--- src/rtl/stopwatch_ctrl_pkg.sv ---
// stopwatch_ctrl_pkg
//   Shared definitions for the stopwatch controller slice: FSM state
//   encoding, the saturation value of the 6-digit BCD counter chain and
//   the default timing constants for the 50 MHz board.
package stopwatch_ctrl_pkg;

  typedef enum logic [1:0] {
    ST_IDLE  = 2'd0,
    ST_RUN   = 2'd1,
    ST_LAP   = 2'd2,
    ST_PAUSE = 2'd3
  } sw_state_e;

  localparam logic [23:0] BCD_MAX = 24'h999999;

  // 10 ms count tick and 20 ms debounce window at 50 MHz
  localparam int unsigned TICK_DIV_DEF     = 32'd500000;
  localparam int unsigned DEBOUNCE_CNT_DEF = 32'd1000000;

  // Time advances in RUN and in LAP (the lap only freezes the display).
  function automatic logic is_running(input sw_state_e st);
    return (st == ST_RUN) || (st == ST_LAP);
  endfunction

endpackage

--- src/rtl/stopwatch_ctrl_if.sv ---
// stopwatch_ctrl_if
//   Connection between the controller and the counter/display datapath.
//   cnt_en    : one-cycle count tick to the least-significant decade counter
//   cnt_clr   : one-cycle synchronous clear to every decade counter
//   count_bcd : live 6-digit BCD count, [23:20] most significant
//   disp_bcd  : value handed to the segment decoders
//   master = controller side, slave = counter chain / display side.
interface stopwatch_ctrl_if;
  logic        cnt_en;
  logic        cnt_clr;
  logic [23:0] count_bcd;
  logic [23:0] disp_bcd;

  modport master (output cnt_en, output cnt_clr, output disp_bcd, input count_bcd);
  modport slave  (input cnt_en, input cnt_clr, input disp_bcd, output count_bcd);
endinterface

--- src/rtl/stopwatch_ctrl_key_debounce.sv ---
// key_debounce
//   Synchronises one raw active-low push-button and accepts a new level
//   only after DEBOUNCE_CNT consecutive samples that differ from the
//   currently accepted level. An accepted press (high->low) produces a
//   single-cycle press_p; releases produce nothing.
//   Ports: clk, rst_n (async, active-low), key_n (raw key), press_p (pulse).
module key_debounce
  import stopwatch_ctrl_pkg::*;
#(
  parameter int unsigned DEBOUNCE_CNT = DEBOUNCE_CNT_DEF
) (
  input  logic clk,
  input  logic rst_n,
  input  logic key_n,
  output logic press_p
);

  localparam int unsigned CW = $clog2(DEBOUNCE_CNT + 32'd1);
  localparam logic [CW-1:0] CNT_LAST = CW'(DEBOUNCE_CNT - 32'd1);

  logic [1:0]    sync_r;   // sync_r[1] is the synchronised level
  logic          level_r;  // accepted level, 1 = released
  logic [CW-1:0] cnt_r;    // run length of samples differing from level_r
  logic          press_r;

  // Synchroniser, stability counter and press-pulse generation
  always_ff @(posedge clk or negedge rst_n) begin
    if (!rst_n) begin
      sync_r  <= 2'b11;
      level_r <= 1'b1;
      cnt_r   <= {CW{1'b0}};
      press_r <= 1'b0;
    end else begin
      sync_r  <= {sync_r[0], key_n};
      press_r <= 1'b0;
      if (sync_r[1] == level_r) begin
        // any return to the accepted level restarts the stability window
        cnt_r <= {CW{1'b0}};
      end else if (cnt_r == CNT_LAST) begin
        level_r <= sync_r[1];
        cnt_r   <= {CW{1'b0}};
        press_r <= ~sync_r[1];
      end else begin
        cnt_r <= cnt_r + CW'(1);
      end
    end
  end

  assign press_p = press_r;

endmodule

--- src/rtl/stopwatch_ctrl.sv ---
// stopwatch_ctrl
//   Run/pause/lap/reset controller for the 6-digit BCD stopwatch.
//   clk, rst_n          : system clock, asynchronous active-low reset
//   key_ss_n, key_lr_n  : raw start/stop and lap/reset keys (active low)
//   bus (master)        : cnt_en / cnt_clr to the counter chain, count_bcd
//                         from it, disp_bcd to the segment decoders
//   run_led, lap_led    : status LEDs decoded from the registered state
//   state               : IDLE=0, RUN=1, LAP=2, PAUSE=3
module stopwatch_ctrl
  import stopwatch_ctrl_pkg::*;
#(
  parameter int unsigned TICK_DIV     = TICK_DIV_DEF,
  parameter int unsigned DEBOUNCE_CNT = DEBOUNCE_CNT_DEF
) (
  input  logic                    clk,
  input  logic                    rst_n,
  input  logic                    key_ss_n,
  input  logic                    key_lr_n,
  stopwatch_ctrl_if.master        bus,
  output logic                    run_led,
  output logic                    lap_led,
  output logic [1:0]              state
);

  localparam int unsigned PW = (TICK_DIV > 32'd1) ? $clog2(TICK_DIV) : 32'd1;
  localparam logic [PW-1:0] PRESC_LAST = PW'(TICK_DIV - 32'd1);

  logic        ss_p_s;
  logic        lr_p_s;
  sw_state_e   state_r;
  sw_state_e   state_nxt_s;
  logic [PW-1:0] presc_r;
  logic        cnt_en_r;
  logic        cnt_clr_r;
  logic [23:0] lap_r;
  logic        tick_due_s;
  logic        sat_s;
  logic        clr_s;
  logic        cap_s;
  logic        advance_s;

  key_debounce #(.DEBOUNCE_CNT(DEBOUNCE_CNT)) u_deb_ss (
    .clk     (clk),
    .rst_n   (rst_n),
    .key_n   (key_ss_n),
    .press_p (ss_p_s)
  );

  key_debounce #(.DEBOUNCE_CNT(DEBOUNCE_CNT)) u_deb_lr (
    .clk     (clk),
    .rst_n   (rst_n),
    .key_n   (key_lr_n),
    .press_p (lr_p_s)
  );

  // Next-state, clear and lap-capture decode
  always_comb begin
    state_nxt_s = state_r;
    clr_s       = 1'b0;
    cap_s       = 1'b0;
    tick_due_s  = is_running(state_r) && (presc_r == PRESC_LAST);
    // a tick that would roll 999999 over to 000000 stops the watch instead
    sat_s       = tick_due_s && (bus.count_bcd == BCD_MAX);
    if (sat_s) begin
      state_nxt_s = ST_PAUSE;
    end else if (ss_p_s) begin
      // start/stop wins over a coincident lap/reset press
      case (state_r)
        ST_IDLE:  state_nxt_s = ST_RUN;
        ST_RUN:   state_nxt_s = ST_PAUSE;
        ST_LAP:   state_nxt_s = ST_PAUSE;
        ST_PAUSE: state_nxt_s = ST_RUN;
        default:  state_nxt_s = ST_IDLE;
      endcase
    end else if (lr_p_s) begin
      case (state_r)
        ST_IDLE: begin
          state_nxt_s = ST_IDLE;
          clr_s       = 1'b1;
        end
        ST_RUN: begin
          state_nxt_s = ST_LAP;
          cap_s       = 1'b1;
        end
        ST_LAP:   state_nxt_s = ST_RUN;
        ST_PAUSE: begin
          state_nxt_s = ST_IDLE;
          clr_s       = 1'b1;
        end
        default:  state_nxt_s = ST_IDLE;
      endcase
    end else begin
      state_nxt_s = state_r;
    end
    // the prescaler only moves on cycles that stay running, so a tick can
    // never land in IDLE/PAUSE and the partial period survives a pause
    advance_s = is_running(state_r) && is_running(state_nxt_s);
  end

  // State, prescaler, tick/clear strobes and lap register
  always_ff @(posedge clk or negedge rst_n) begin
    if (!rst_n) begin
      state_r   <= ST_IDLE;
      presc_r   <= {PW{1'b0}};
      cnt_en_r  <= 1'b0;
      cnt_clr_r <= 1'b0;
      lap_r     <= 24'h000000;
    end else begin
      state_r   <= state_nxt_s;
      cnt_clr_r <= clr_s;
      if (clr_s) begin
        lap_r <= 24'h000000;
      end else if (cap_s) begin
        lap_r <= bus.count_bcd;
      end else begin
        lap_r <= lap_r;
      end
      if (clr_s) begin
        presc_r  <= {PW{1'b0}};
        cnt_en_r <= 1'b0;
      end else if (advance_s) begin
        if (presc_r == PRESC_LAST) begin
          presc_r  <= {PW{1'b0}};
          cnt_en_r <= 1'b1;
        end else begin
          presc_r  <= presc_r + PW'(1);
          cnt_en_r <= 1'b0;
        end
      end else begin
        cnt_en_r <= 1'b0;
      end
    end
  end

  assign bus.cnt_en   = cnt_en_r;
  assign bus.cnt_clr  = cnt_clr_r;
  assign bus.disp_bcd = (state_r == ST_LAP) ? lap_r : bus.count_bcd;
  assign run_led      = is_running(state_r);
  assign lap_led      = (state_r == ST_LAP);
  assign state        = state_r;

endmodule
--- src/flat_wrapper.sv ---
// flat-port wrapper written by rule: the top's interface ports become plain ports
module stopwatch_ctrl_flat import stopwatch_ctrl_pkg::*;
#(
  parameter int unsigned TICK_DIV     = TICK_DIV_DEF,
  parameter int unsigned DEBOUNCE_CNT = DEBOUNCE_CNT_DEF
)
  (clk, rst_n, key_ss_n, key_lr_n, run_led, lap_led, state, bus_cnt_en, bus_cnt_clr, bus_disp_bcd, bus_count_bcd);
  stopwatch_ctrl_if bus_i ();
  input  logic clk;
  input  logic rst_n;
  input  logic key_ss_n;
  input  logic key_lr_n;
  output logic run_led;
  output logic lap_led;
  output logic [1:0] state;
  output wire logic [$bits(bus_i.cnt_en)-1:0] bus_cnt_en;
  output wire logic [$bits(bus_i.cnt_clr)-1:0] bus_cnt_clr;
  output wire logic [$bits(bus_i.disp_bcd)-1:0] bus_disp_bcd;
  input wire logic [$bits(bus_i.count_bcd)-1:0] bus_count_bcd;
  assign bus_cnt_en = bus_i.cnt_en;
  assign bus_cnt_clr = bus_i.cnt_clr;
  assign bus_disp_bcd = bus_i.disp_bcd;
  assign bus_i.count_bcd = bus_count_bcd;
  stopwatch_ctrl #(.TICK_DIV(TICK_DIV), .DEBOUNCE_CNT(DEBOUNCE_CNT)) u_core (.clk(clk), .rst_n(rst_n), .key_ss_n(key_ss_n), .key_lr_n(key_lr_n), .bus(bus_i), .run_led(run_led), .lap_led(lap_led), .state(state));
endmodule
--- config.mk ---
export PLATFORM = sky130hd
export DESIGN_NAME = stopwatch_ctrl_flat
export DESIGN_NICKNAME = d
export VERILOG_FILES = /design/src/rtl/stopwatch_ctrl_pkg.sv /design/src/rtl/stopwatch_ctrl_if.sv /design/src/rtl/stopwatch_ctrl_key_debounce.sv /design/src/rtl/stopwatch_ctrl.sv /design/src/flat_wrapper.sv
export SDC_FILE = /design/constraint.sdc
export NUM_CORES = 1
export LEC_CHECK = 0
export BUFFER_PORTS_ARGS = -buffer_cell sky130_fd_sc_hd__buf_2
export CAP_MARGIN = 30
export CORE_ASPECT_RATIO = 1.5
export CORE_MARGIN = 5
export CORE_UTILIZATION = 55
export DETAILED_ROUTE_END_ITERATION = 8
export GPL_TIMING_DRIVEN = 0
export PLACE_DENSITY = 0.87
export SLEW_MARGIN = 10
export SYNTH_ARGS = -nofsm -noshare
export SYNTH_HDL_FRONTEND = slang
export SYNTH_SLANG_ARGS = --single-unit
--- constraint.sdc ---
create_clock -name clk -period 3.1 [get_ports clk]
set_clock_uncertainty 0.1 [all_clocks]
set_input_delay 0.62 -clock clk [delete_from_list [all_inputs] [get_ports clk]]
set_output_delay 0.62 -clock clk [all_outputs]
set_load 0.05 [all_outputs]
Word-level counts from Yosys, hierarchy flattened
Index checks and enable logic that the tools add are counted.
{ "totals": {"ff_bits": 95, "inputBits": 28, "output_inout_bits": 30, "wordCells": 73} }
{ "classes": {"n_addsub": 3, "eq_ne": 11, "n_mux": 30, "bitwise": 4, "reduce_logical": 12} }
{ "ops": {"columns": ["op", "n"], "rows": [
  ["$mux 20", 4],
  ["$mux 24", 3],
  ["$mux 19", 3],
  ["$add 20x1->20 const B", 2],
  ["$eq 20x20->1 const B", 2],
  ["$eq 24x24->1 const B", 1],
  ["$add 19x1->19 const B", 1],
  ["$eq 19x19->1 const B", 1],
  ["$mux 1", 15],
  ["$eq 2x2->1 const B", 3],
  ["$mux 2", 3],
  ["$pmux 2 s3", 1],
  ["$eq 2x1->1 const B", 2],
  ["$not 1->1", 4],
  ["$pmux 2 s2", 1],
  ["$reduce_and 2->1", 2],
  ["$reduce_bool 2->1", 2],
  ["$reduce_or 2->1", 2],
  ["$logic_and 1x1->1", 3],
  ["$eq 1x1->1", 2],
  ["$logic_not 2->1", 1],
  ["$logic_or 1x1->1", 2]
]} }

Depth between registers and ports, before layout
{ "logic_depth": {"word_depth": 11, "mapped_depth": 9, "ltp_nobuf": 7} }

Cells and area by module
Synthesis repeated with hierarchy kept, for this count alone.
{ "unflattened": {"cells_unflattened": 516, "area_unflattened_um2": 5142.4} }
{ "by_module_without_submodules": {"columns": ["module", "instances", "cells_each", "area_per_inst_um2", "seq_area_each_um2"], "rows": [
  ["stopwatch_ctrl", 1, 284, 2862.7, 1176.1],
  ["key_debounce", 2, 116, 1139.8, 604.3]
]} }

Least setup slack after synthesis
OpenSTA, ideal clock, no wires.
{ "synth_timing": {"kind": "reg2out", "startpoint": "reg u_core.state_r[1] (netlist: u_core.state[1])", "endpoint": "out bus_disp_bcd[10]", "arrival_ns": 2.420, "required_ns": 2.380, "slack_ns": -0.040, "stages_incl_launch_ff": 5, "path_buffers": 2, "path_cell_list": "dfrtp_1 ha_1 clkbuf_1 buf_1 mux2_2"} }
{ "synth_between": {"elab_chain_len": 2} }
{ "synth_rtl": {"columns": ["item", "line_no", "text"], "rows": [
  ["start: declaration", "stopwatch_ctrl.sv:30", "sw_state_e state_r;"],
  ["start signal: assignment", "stopwatch_ctrl.sv:109", "state_r <= state_nxt_s;"],
  ["$eq 2x2->1", null, null],
  ["named net lap_led", "flat_wrapper.sv:14", "output logic lap_led;"],
  ["$mux 24", "stopwatch_ctrl.sv:137", "assign bus.disp_bcd = (state_r == ST_LAP) ? lap_r : bus.count_bcd;"],
  ["end: declaration", "flat_wrapper.sv:18", "output wire logic [$bits(bus_i.disp_bcd)-1:0] bus_disp_bcd;"]
]} }
The timed path passes the listed nets, and every way through them passes these cells.

Worst setup path in the final report
{ "layout_timing": {"startpoint": "reg u_core.state_r[0] (netlist: u_core.state[0])", "endpoint": "reg u_core.lap_r[18]"} }
{ "layout_between": {"elab_chain_len": 7, "word_cells_on_any_way": 18, "classes_between": "3 x eq/ne; 9 x mux; 6 x reduce/logical"} }
{ "layout_rtl": {"columns": ["item", "line_no", "text"], "rows": [
  ["$eq 2x2->1 or $logic_not 2->1 (tied branches)", "stopwatch_ctrl.sv:76", "case (state_r)"],
  ["$reduce_or 2->1 (no source line)", null, null],
  ["$mux 1", "stopwatch_ctrl.sv:76", null],
  ["$mux 1", "stopwatch_ctrl.sv:75", "end else if (lr_p_s) begin"],
  ["$mux 1", "stopwatch_ctrl.sv:66", "end else if (ss_p_s) begin"],
  ["$mux 1", "stopwatch_ctrl.sv:64", "if (sat_s) begin"],
  ["$mux 24 or $reduce_bool 2->1 (tied branches)", null, null],
  ["end signal: assignment", "stopwatch_ctrl.sv:114", "lap_r <= bus.count_bcd;"],
  ["end signal: assignment", "stopwatch_ctrl.sv:116", "lap_r <= lap_r;"],
  ["end: declaration", "stopwatch_ctrl.sv:35", "logic [23:0] lap_r;"]
]} }
Several ways; a longest one is shown, not always the timed one.
A chain may end at the register's enable or synchronous reset.

==> results.md <==
- Data on the critical path is required at its endpoint by about 3.2 ns.
- The internal cell power is 0.00192 W.
- In this run the static leakage power is 2.47 nW.
- By area the synthesized netlist is led by sky130_fd_sc_hd__dfrtp_1 45%, sky130_fd_sc_hd__mux2_2 5.9%, sky130_fd_sc_hd__xnor2_1 5.0%.
- The number of top-level pins is 58.
- The synthesized design contains 95 register bits.
- After layout, the worst path uses 92.7% of the clock period.
- Synthesis instantiated 54 different standard cells from the library.
- The power density relative to cell area is approximately 440 nW/µm².
- The library cell occupying the most area in the post-synthesis netlist is sky130_fd_sc_hd__dfrtp_1.
- The standard-cell row count is between 40 and 50.
- The mean number of vias per cell is 6.00.
- The count of flip-flops with a built-in enable after synthesis is 0.
- The slowest stage of the critical path is the sky130_fd_sc_hd__nor4_4 cell.
- The placeable core area is 8830 µm².
- For this run, the number of Yosys warnings is 0.
- The routed wire length is ~11 mm.
- The final route contains ~4k vias.
- The number of clock sinks seen by CTS is 95.
- Clock-pin slew was measured on the worst setup and hold paths at 0.07 ns.
- After filler insertion, the fill cell instance count of the layout stands at 686.
- The synthesized netlist occupies a cell area of 4940 µm².
- The worst-case IR drop observed on VDD is between 300 and 400 µV.
- The delay contributed by the slowest stage of the critical path is ~0.53 ns.
- Counting flops with an async set or reset pin after synthesis yields a share of 100%.
- In this run the worst path has a maximum fanout of 10.
- The overall die width is between 80 and 90 µm.
- The vertical extent of the die is 126 µm.
- The number of port buffers is between 50 and 60.
- Net switching is 23.7% of the power.
- Routability-driven placement finished with a final weighted congestion of 0.930.
- The final routed wire length divided by cell count is ~17 µm.
- Counting instances in the post-synthesis netlist gives the leading cell types as 89 x sky130_fd_sc_hd__dfrtp_1, 65 x sky130_fd_sc_hd__nor2_1, 30 x sky130_fd_sc_hd__nand2_1, 28 x sky130_fd_sc_hd__nand3_1, 28 x sky130_fd_sc_hd__xnor2_1.
- Walking the worst path, the cells encountered are inv_1 > ha_2 > nor4b_1 > nand4_1 > nor4_4 > nor4b_2 > buf_2 > a22o_2.
- Relative to the synthesized area, the layout overhead comes to 15.1%.
- The part of the power in the clock network is 43.2%.
- Across all register-to-register paths, the minimum setup slack is 0.23 ns.
- The count of nets left with antenna violations once routing finished came out at 0.
- After layout, the minimum clock period comes to 2.87 ns.
- The run finished with clean final reports.
- The share of post-route cells with drive strength above 1 is approximately 25%.
- The count of cells along the worst register-to-register path is 8.
- The CTS tree is built.
- The switching power is 0.000598 W.
- The worst pin sits at a relative slew slack of 55.7%.
- Entering global routing, the biggest net connects 52 pins.
- The worst setup path is captured at a flip-flop.
- At the pin with the least slew margin, the transition time is 0.661 ns.
- Sequential cells were found to cover 48.3% of the synthesized design area.
- The placed wire-length estimate after detailed placement is approximately 8 mm.
- Overall power consumption after layout is estimated at between 0.002 and 0.003 W.
- The final core area utilization is 64.5%.
- In the synthesized netlist the dominant register cell turns out to be sky130_fd_sc_hd__dfrtp_1.
- The sequential power share is 50.0%.
- Setup repair after global routing left no endpoint under its margin.
- The final count of hold timing violations is 0.
- The count of unresolved DRC violations after routing is 0.
- The tree is rooted in a sky130_fd_sc_hd__clkbuf_16.
- The first global-routing pass estimated about 19 mm of wire.
- The tightest min-delay check is of the primary input to async pin type.
- The maximum buffer depth of the clock tree is 2.
- The post-synthesis net count is between 500 and 600.
- The TritonCTS buffer count is 9.
- Yosys instantiated no cell more often than sky130_fd_sc_hd__dfrtp_1.
- The number of pins with negative max-slew slack in the final report is 0.
- For this run the aggregate overflow at the end of global routing stands at 0.
- Global routing used a little over a fifth of the available tracks across all layers.
- The synthesized netlist cell count is 488.
- Summed over all failing endpoints, the final setup total negative slack is 0 ns.
- Setup violations remaining at the end of the flow were counted as 0.
- For this configuration, the core starts out at a cell density of 56.0%.
- The H-tree was split into 3 levels.
- The number of global-route vias before repair was 4060.
- The insertion delay to the later sink of the worst-skew pair is 0.35 ns.
- STA classifies the critical path startpoint as a flip-flop.
- A synthesized cell averages just over 10 µm².
- Combinational cells account for 6.8% of the total power.
- The pre-antenna-repair detailed-routing pass consisted of 5 iterations.
- After the first detailed-routing iteration, the DRC count stood at 199.
- The kind of critical path is flip-flop to flip-flop.
- Max-cap violations in this run came to 0.
- The net count of the finished layout is 590.
- The data arrival time at the worst-slack endpoint is 3.00 ns.
- The number of antenna violations at the first check in global routing was 1.
- The proportion of netlist area held by the largest area contributor is 45.1%.
- The overall die area is ~11000 µm².
- Static timing analysis puts the maximum clock frequency at 348 MHz.
## worst paths after layout
kind                                                     start                                  end
setup reg to reg                     u_core.state[0]$_DFF_PN0_         u_core.lap_r[18]$_DFFE_PN0P_
hold reg to reg            u_core.u_deb_ss.sync_r[0]$_DFF_PN1_  u_core.u_deb_ss.sync_r[1]$_DFF_PN1_
setup / recovery                     u_core.state[0]$_DFF_PN0_         u_core.lap_r[18]$_DFFE_PN0P_
min in group clk           u_core.u_deb_ss.sync_r[0]$_DFF_PN1_  u_core.u_deb_ss.sync_r[1]$_DFF_PN1_
max in group asynchronous                                rst_n  u_core.u_deb_lr.sync_r[0]$_DFF_PN1_
hold / removal                                           rst_n  u_core.u_deb_lr.cnt_r[18]$_DFF_PN0_
## critical path, delay by kind of cell (launching register included)
kind	cells	cell delay, ns
compound gates	1	0.23
simple gates	4	1.32
buf+inv	2	0.31
flops	1	0.45
fa+ha+maj	1	0.34
## repair_timing
action | CTS | global route
setup buffers | 0 | 0
gates resized for setup | 2 | 2
endpoints found under the hold margin | 0 | 0
setup endpoints to repair | 20 | 28
hold buffers | 0 | 0
## stage by stage
stage | hold WS, ns | std cells | cell area (µm²) | setup WS (ns)
2_1_floorplan | 0.224 | 488 | 4940 | 0.0764
3_3_place_gp | 0.246 | 655 | 5370 | 0.255
3_5_place_dp | 0.247 | 656 | 5400 | 0.176
4_1_cts | 0.190 | 672 | 5690 | 0.0285
5_1_grt | 0.215 | 672 | 5690 | 0.00692
6_report | 0.165 | 672 | 5690 | 0.228
## power by group through the flow
stage	combinational (W)	clock (W)	sequential, W
2_1_floorplan	0.0000974	0	0.00128
3_3_place_gp	0.000165	0	0.00128
3_5_place_dp	0.000173	0	0.00128
4_1_cts	0.000174	0.00111	0.00126
5_1_grt	0.000187	0.00115	0.00126
6_report	0.000171	0.00109	0.00126
## state kept, by name, summed over array words and instances, names as in the netlist
| signal | cells |
|---|---|
| u_core.lap_r | 24 |
| u_core.u_deb_lr.cnt_r | 20 |
| u_core.u_deb_ss.cnt_r | 20 |
| u_core.presc_r | 19 |
| u_core.state | 2 |
| u_core.u_deb_lr.sync_r | 2 |
| u_core.u_deb_ss.sync_r | 2 |
| u_core.bus.cnt_clr | 1 |
| u_core.bus.cnt_en | 1 |
| u_core.u_deb_lr.level_r | 1 |
| u_core.u_deb_lr.press_p | 1 |
| u_core.u_deb_ss.level_r | 1 |
| u_core.u_deb_ss.press_p | 1 |
## layout make-up
type	count	area (µm²)	share of cell area, %
multi-input combinational	356	2390	42.0
sequential	95	2380	41.9
timing repair buffer	58	315	5.54
clock buffer	10	229	4.02
tap	110	138	2.42
buffer	18	104	1.82
inverter	18	67.6	1.19
clock inverter	6	61.3	1.08
antenna	1	2.50	0.0440
## cells by family (layout without fill, tap and decap cells)
| group | after synthesis | in the layout | share of synthesized area [%] |
|---|---|---|---|
| other | 0 | 1 | 0 |
| xor gates and xnor gates | 43 | 43 | 7.62 |
| AOI/OAI and AO/OA | 65 | 65 | 9.72 |
| DFF | 95 | 95 | 48.3 |
| muxes | 26 | 26 | 5.92 |
| and+or+nand+nor | 216 | 216 | 23.5 |
| buffers and inverters | 37 | 110 | 3.47 |
| adders and majority gates | 6 | 6 | 1.52 |
## per-layer routing
metal	track usage [%]	share of wire, %	vias up
met1	25.8	40	1966
met2	36.3	52	126
met3	4.58	5.1	39
li1	-	-	1900
met5	0	0	-
met4	11.0	3.5	0
## cells in the final DEF (no fill, tap or decap), drive strengths merged, types with 15 or more instances in the layout
cell type and n:
a22o 23, dfrtp 89, nand3 28, nand4 22, xnor2 28, inv 19, nor2 65, buf 65
o21ai 19, clkbuf 21, mux2 26, nand2 30, xor2 15
Note: power is estimated with default switching activity, not from simulation.
